`config.mk`:
```
export PLATFORM = sky130hd
export DESIGN_NAME = cap_sense_driver
export DESIGN_NICKNAME = d
export VERILOG_FILES = /design/src/rtl/cap_sense_driver.sv
export SDC_FILE = /design/constraint.sdc
export NUM_CORES = 1
export LEC_CHECK = 0
export CAP_MARGIN = 20
export CORE_UTILIZATION = 50
export DETAILED_ROUTE_END_ITERATION = 8
export PLACE_DENSITY = 0.73
export REMOVE_ABC_BUFFERS = 1
export SETUP_SLACK_MARGIN = 0.2
export SLEW_MARGIN = 20
export SYNTH_ARGS = -nofsm -noshare
export SYNTH_HDL_FRONTEND = slang
export SYNTH_SLANG_ARGS = --single-unit
```
`constraint.sdc`:
```
create_clock -name clock -period 4.4 [get_ports clock]
set_input_delay 0.88 -clock clock [delete_from_list [all_inputs] [get_ports clock]]
set_output_delay 0.88 -clock clock [all_outputs]
set_load 0.005 [all_outputs]
```
`src/rtl/cap_sense_driver.sv`:
```
// Capacitive touch pad driver: charge, release, time the discharge,
// calibrate an untouched baseline and debounce the touch decision.
module cap_sense_driver #(
   parameter int          CHARGE_CYCLES  = 16,
   parameter int          TIMEOUT_CYCLES = 4096,
   parameter int          CAL_SHIFT      = 3,
   parameter logic [31:0] THRESHOLD      = 32'd100
) (
   input  logic        clock,
   input  logic        reset_n,
   input  logic        enable,
   input  logic        sensor_in,
   input  logic [31:0] final_count,
   output logic        sensor_oe,
   output logic        sensor_drive,
   output logic        start,
   output logic        capacitor_charged,
   output logic [31:0] sample,
   output logic        sample_valid,
   output logic [31:0] baseline,
   output logic        calibrated,
   output logic        touched,
   output logic        timeout
);

   localparam int ACC_W = 32 + CAL_SHIFT;
   localparam logic [31:0] CHG_LAST = 32'(CHARGE_CYCLES - 1);
   localparam logic [31:0] TO_LAST  = 32'(TIMEOUT_CYCLES - 1);
   localparam logic [CAL_SHIFT:0] CAL_LAST =
      (CAL_SHIFT + 1)'((1 << CAL_SHIFT) - 1);

   typedef enum logic [2:0] {
      IDLE,
      CLEAR,
      CHARGE,
      RELEASE,
      SETTLE,
      EVAL
   } state_t;

   state_t      state, state_nx;
   logic [31:0] cnt, cnt_nx;
   logic        to_nx;

   always_comb begin
      state_nx = state;
      cnt_nx   = cnt + 32'd1;
      to_nx    = 1'b0;
      unique case (state)
         IDLE: begin
            cnt_nx = '0;
            if (enable) state_nx = CLEAR;
         end
         CLEAR: begin
            cnt_nx   = '0;
            state_nx = CHARGE;
         end
         CHARGE: begin
            if (cnt == CHG_LAST) begin
               cnt_nx   = '0;
               state_nx = RELEASE;
            end
         end
         RELEASE: begin
            // A discharge seen on the final cycle still counts as valid.
            if (!sensor_in) begin
               cnt_nx   = '0;
               state_nx = SETTLE;
            end else if (cnt == TO_LAST) begin
               cnt_nx   = '0;
               state_nx = IDLE;
               to_nx    = 1'b1;
            end
         end
         SETTLE: begin
            cnt_nx   = '0;
            state_nx = EVAL;
         end
         EVAL: begin
            cnt_nx   = '0;
            state_nx = enable ? CLEAR : IDLE;
         end
         default: begin
            cnt_nx   = '0;
            state_nx = IDLE;
         end
      endcase
   end

   // Pad controls are registered from the next state so they are glitch-free.
   always_ff @(posedge clock or negedge reset_n) begin
      if (!reset_n) begin
         state             <= IDLE;
         cnt               <= '0;
         sensor_oe         <= 1'b0;
         sensor_drive      <= 1'b0;
         start             <= 1'b0;
         capacitor_charged <= 1'b0;
         timeout           <= 1'b0;
      end else begin
         state             <= state_nx;
         cnt               <= cnt_nx;
         sensor_oe         <= (state_nx == CHARGE);
         sensor_drive      <= (state_nx == CHARGE);
         start             <= (state_nx != CLEAR);
         capacitor_charged <= (state_nx == RELEASE);
         timeout           <= to_nx;
      end
   end

   logic             accept;
   logic [ACC_W-1:0] acc, acc_sum;
   logic [CAL_SHIFT:0] cal_cnt;
   logic [32:0]      lim_wide;
   logic [31:0]      limit;
   logic             above;
   logic             pend;

   assign accept   = (state == EVAL) && (final_count != 32'd0);
   assign acc_sum  = acc + ACC_W'(final_count);
   assign lim_wide = {1'b0, baseline} + {1'b0, THRESHOLD};
   assign limit    = lim_wide[32] ? 32'hFFFF_FFFF : lim_wide[31:0];
   assign above    = final_count > limit;

   always_ff @(posedge clock or negedge reset_n) begin
      if (!reset_n) begin
         sample       <= '0;
         sample_valid <= 1'b0;
         baseline     <= '0;
         calibrated   <= 1'b0;
         touched      <= 1'b0;
         acc          <= '0;
         cal_cnt      <= '0;
         pend         <= 1'b0;
      end else begin
         sample_valid <= accept;
         if (accept) begin
            sample <= final_count;
            if (!calibrated) begin
               acc     <= acc_sum;
               cal_cnt <= cal_cnt + 1'b1;
               if (cal_cnt == CAL_LAST) begin
                  baseline   <= acc_sum[CAL_SHIFT +: 32];
                  calibrated <= 1'b1;
               end
            end else if (above != touched) begin
               // Flip only on the second consecutive disagreeing sample.
               if (pend) begin
                  touched <= above;
                  pend    <= 1'b0;
               end else begin
                  pend <= 1'b1;
               end
            end else begin
               pend <= 1'b0;
            end
         end
      end
   end

endmodule
```
==> flow_metrics.env, run 1 <==
export IMPL_async_reset_ff_share_pct=100.0
export IMPL_hold_violations=0
export IMPL_clk_pin_slew_ns=0.06
export IMPL_grt_pass1_wl_um=36560
export IMPL_drc=0
export IMPL_synth_edf_count=0
export IMPL_gp_congestion=0.9151
export IMPL_worstPathMaxFanout=27
export IMPL_critical_path_required_ns=4.74
export IMPL_ctsHtreeMaxLevel=4
export IMPL_die_w_um=135.5
export IMPL_power_density_mw_per_mm2=402.5
export IMPL_ys_warn_count=0
export IMPL_cts_sinks=146
export IMPL_drtPass1Iterations=4
export IMPL_io_pins=108
export IMPL_clockBufferDepth=2
export IMPL_dieArea_mm2=0.01835
export IMPL_dpl_cell_count=1315
export IMPL_grt_ovfl_total=0
export IMPL_max_slew_margin_rel_pct=30.20
export IMPL_ys_flop_type="dfrtp_1"
export IMPL_tns_ns=0
export IMPL_fin_crit_sh_pct=90.18
export IMPL_wl_um=22430
export IMPL_hpwlAfterDp_um=16400
export IMPL_final_cell_count_no_fill=1348
export IMPL_io_buffers=107
export IMPL_grt_max_degree=91
export IMPL_yosysSeqAreaShare_pct=41.01
export IMPL_synth_distinct_cells=63
export IMPL_finalSetupViolCount=0
export IMPL_detail_route_antenna_nets=0
export IMPL_p_leak_nw=4.969
export IMPL_max_freq_ghz=0.2520
export IMPL_ir_worst_vdd_mv=0.2940
export IMPL_fillers=1479
export IMPL_holdBufCountCts=0
export IMPL_critPathKind="register to register"
export IMPL_cts_buffers=17
export IMPL_antenna_found_initial=1
export IMPL_track_usage_pct=25.82
export IMPL_synth_seq_cells=146
export IMPL_arrival_ns=4.31
export IMPL_cp_start_kind="register"
export IMPL_core_region_area_mm2=0.01736
export IMPL_start_util_pct=51.33
export IMPL_slew_violations=0
export IMPL_rows=48
export IMPL_worst_pin_slew_ns=1.046
export IMPL_maxCapViolCount=0
export IMPL_grt_pass1_vias=7224
export IMPL_diodes=0
export IMPL_cts_tree="built"
export IMPL_drt_iter0_markers=398
export IMPL_dp_slack_ns=0.3133
export IMPL_grt_setup_unrepaired="no"
export IMPL_hold_path_class="primary input to async pin"
export IMPL_viasPerCell=5.511
export IMPL_syn_inst=1001
export IMPL_setup_slack_ns=0.4319
export IMPL_dr_total_vias=7429
export IMPL_status="finished clean"
export IMPL_fp_dieH_um=135.5
export IMPL_worst_setup_path_end_kind="register"
export IMPL_post_drt_wl_per_cell_um=16.64
export IMPL_drive_gt1_share_pct=8.727
export IMPL_final_net_count=1214
export IMPL_postSynthAreaPerCell_um2=8.900
export IMPL_root_buffer="clkbuf_16"
export IMPL_layout_min_cycle_time_ns=3.968
export IMPL_syn_to_final_growth_pct=23.29
export IMPL_finalClockSkew_ns=0.01064
export IMPL_syn_area_mm2=0.008909
export IMPL_worstSkewPairLatency_ns=0.43
cell usage after synthesis (all sizes together) (2+ instances only):
| library cell | n | area, µm² |
|---|---|---|
| nand2 | 227 | 852.1 |
| dfrtp | 146 | 3654 |
| nor2 | 108 | 410.4 |
| ha | 67 | 838.3 |
| o21ai | 53 | 272.8 |
| xnor2 | 50 | 437.9 |
| a21oi | 43 | 237.7 |
| xor2 | 37 | 324.1 |
| clkbuf | 27 | 101.4 |
| mux2 | 27 | 304.0 |
| nand4 | 27 | 168.9 |
| nand3 | 23 | 120.1 |
| a21o | 20 | 150.1 |
| inv | 17 | 63.81 |
| nor4 | 16 | 100.1 |
| and3 | 10 | 62.56 |
| nand2b | 8 | 50.05 |
| nor3 | 8 | 40.04 |
| buf | 7 | 33.78 |
| or3 | 7 | 43.79 |
| o21bai | 6 | 45.04 |
| a211oi | 5 | 37.54 |
| and4 | 5 | 43.79 |
| nor2b | 5 | 31.28 |
| o21a | 5 | 37.54 |
| and2 | 4 | 25.02 |
| mux2i | 4 | 40.04 |
| o211ai | 4 | 30.03 |
| a21boi | 3 | 22.52 |
| or2 | 3 | 18.77 |
| a221oi | 2 | 17.52 |
| a31oi | 2 | 12.51 |
| and2b | 2 | 15.01 |
| nand3b | 2 | 15.01 |
| nor3b | 2 | 15.01 |
| o31ai | 2 | 28.78 |
power by group:
group	switching, mW	total (mW)	internal, mW
combinational	0.529	1.12	0.587
sequential	0.146	1.70	1.55
clock	0.584	1.61	1.02
per-stage QoR:
step / area, µm² / utilization (%) / hold WS, ns / power, mW
floorplan: 8773 / - / 0.4239 / 2.230
global placement: 10280 / 59.22 / 0.4484 / 2.817
detailed placement: 10280 / 59.22 / 0.4614 / 2.840
CTS: 10930 / 62.98 / 0.4158 / 4.454
global route: 10980 / 63.28 / 0.4347 / 4.670
finish: 10980 / 63.28 / 0.4054 / 4.420
placed cells by master, fill, tap and decap left out, drive strengths merged, types with 37 or more instances in the layout:
| cell | n |
|---|---|
| a21oi | 43 |
| clkdlybuf4s50 | 106 |
| dfrtp | 146 |
| ha | 67 |
| nand2 | 227 |
| nor2 | 108 |
| o21ai | 53 |
| xnor2 | 50 |
| xor2 | 37 |
critical path, stage by stage (launching register included):
cell and delay (ns):
dfrtp_2 0.44, and4_1 0.25, and3_1 0.21, nand3_1 0.16, nor2_4 0.18, nand3_2 0.14
nor2_4 0.18, nand3_4 0.14, nor2_4 0.14, buf_12 0.17, nor2_1 0.06, ha_1 0.28
nor2b_1 0.13, o21a_1 0.16, o21a_1 0.16, o21ai_0 0.19, o211ai_1 0.14, a221oi_1 0.29
a31oi_1 0.10, xnor2_1 0.15, o21ai_0 0.18
state kept, by name (all words and copies together), names as in the netlist, 3 cells and up:
| name | count |
|---|---|
| state | 3 |
| baseline | 32 |
| cal_cnt | 4 |
| cnt | 32 |
| sample | 32 |
| acc | 35 |
timing repair:
action	CTS	global route
buffers inserted	0	1
setup endpoints to repair	2	2
resized for setup	1	12
pin swaps	0	0
path summary, 6_finish.rpt:
path                               from  slack, ns  cells after the start      endpoint
hold / removal                  reset_n       0.41                      1     sample[5]
setup reg to reg           baseline[13]       0.43                     20          pend
setup / recovery           baseline[13]       0.43                     20          pend
max in group asynchronous       reset_n       3.11                      2  baseline[15]
min in group clock               cnt[0]       0.46                      1        cnt[0]
hold reg to reg                  cnt[0]       0.46                      1        cnt[0]
cell families after synthesis:
logic type                 Yosys count  share of synthesized area, %
muxes                               31                         3.862
xor gates and xnor gates            87                         8.553
adders and majority gates           68                         9.635
AOI/OAI and AO/OA                  158                         11.83
DFF                                146                         41.01
and+or+nand+nor                    460                         22.88
buffers and inverters               51                         2.233
per-layer routing:
metal | track usage, % | vias to the layer above | share of wire [%]
met5 | 0 | - | 0
met4 | 9.988 | 0 | 2.5
met3 | 6.098 | 42 | 6.6
met2 | 39.91 | 207 | 45
met1 | 34.98 | 3504 | 46
li1 | - | 3676 | -
layout make-up:
cell class	count	area (µm²)	share of cell area, %
timing repair buffer	124	1237	11.27
multi-input combinational	804	5092	46.37
sequential	146	3659	33.31
clock buffer	19	442.9	4.033
tap	225	281.5	2.563
clock inverter	13	206.4	1.880
inverter	17	63.81	0.5810
(Power assumes the default switching activity.)
==> inputs of run 2 (changes only) <==
--- a/config.mk
+++ b/config.mk
@@ -15,3 +15,4 @@
 export SYNTH_ARGS = -nofsm -noshare
 export SYNTH_HDL_FRONTEND = slang
 export SYNTH_SLANG_ARGS = --single-unit
+export TNS_END_PERCENT = 1
==> results of run 2 <==
Final layout, timing and power as in run 1 (identical DEF).
==> inputs of run 3 (changes only) <==
--- a/config.mk
+++ b/config.mk
@@ -5,7 +5,6 @@
 export SDC_FILE = /design/constraint.sdc
 export NUM_CORES = 1
 export LEC_CHECK = 0
-export CAP_MARGIN = 20
 export CORE_UTILIZATION = 50
 export DETAILED_ROUTE_END_ITERATION = 8
 export PLACE_DENSITY = 0.73
==> results of run 3 <==
Final layout, timing and power as in run 1 (identical DEF).
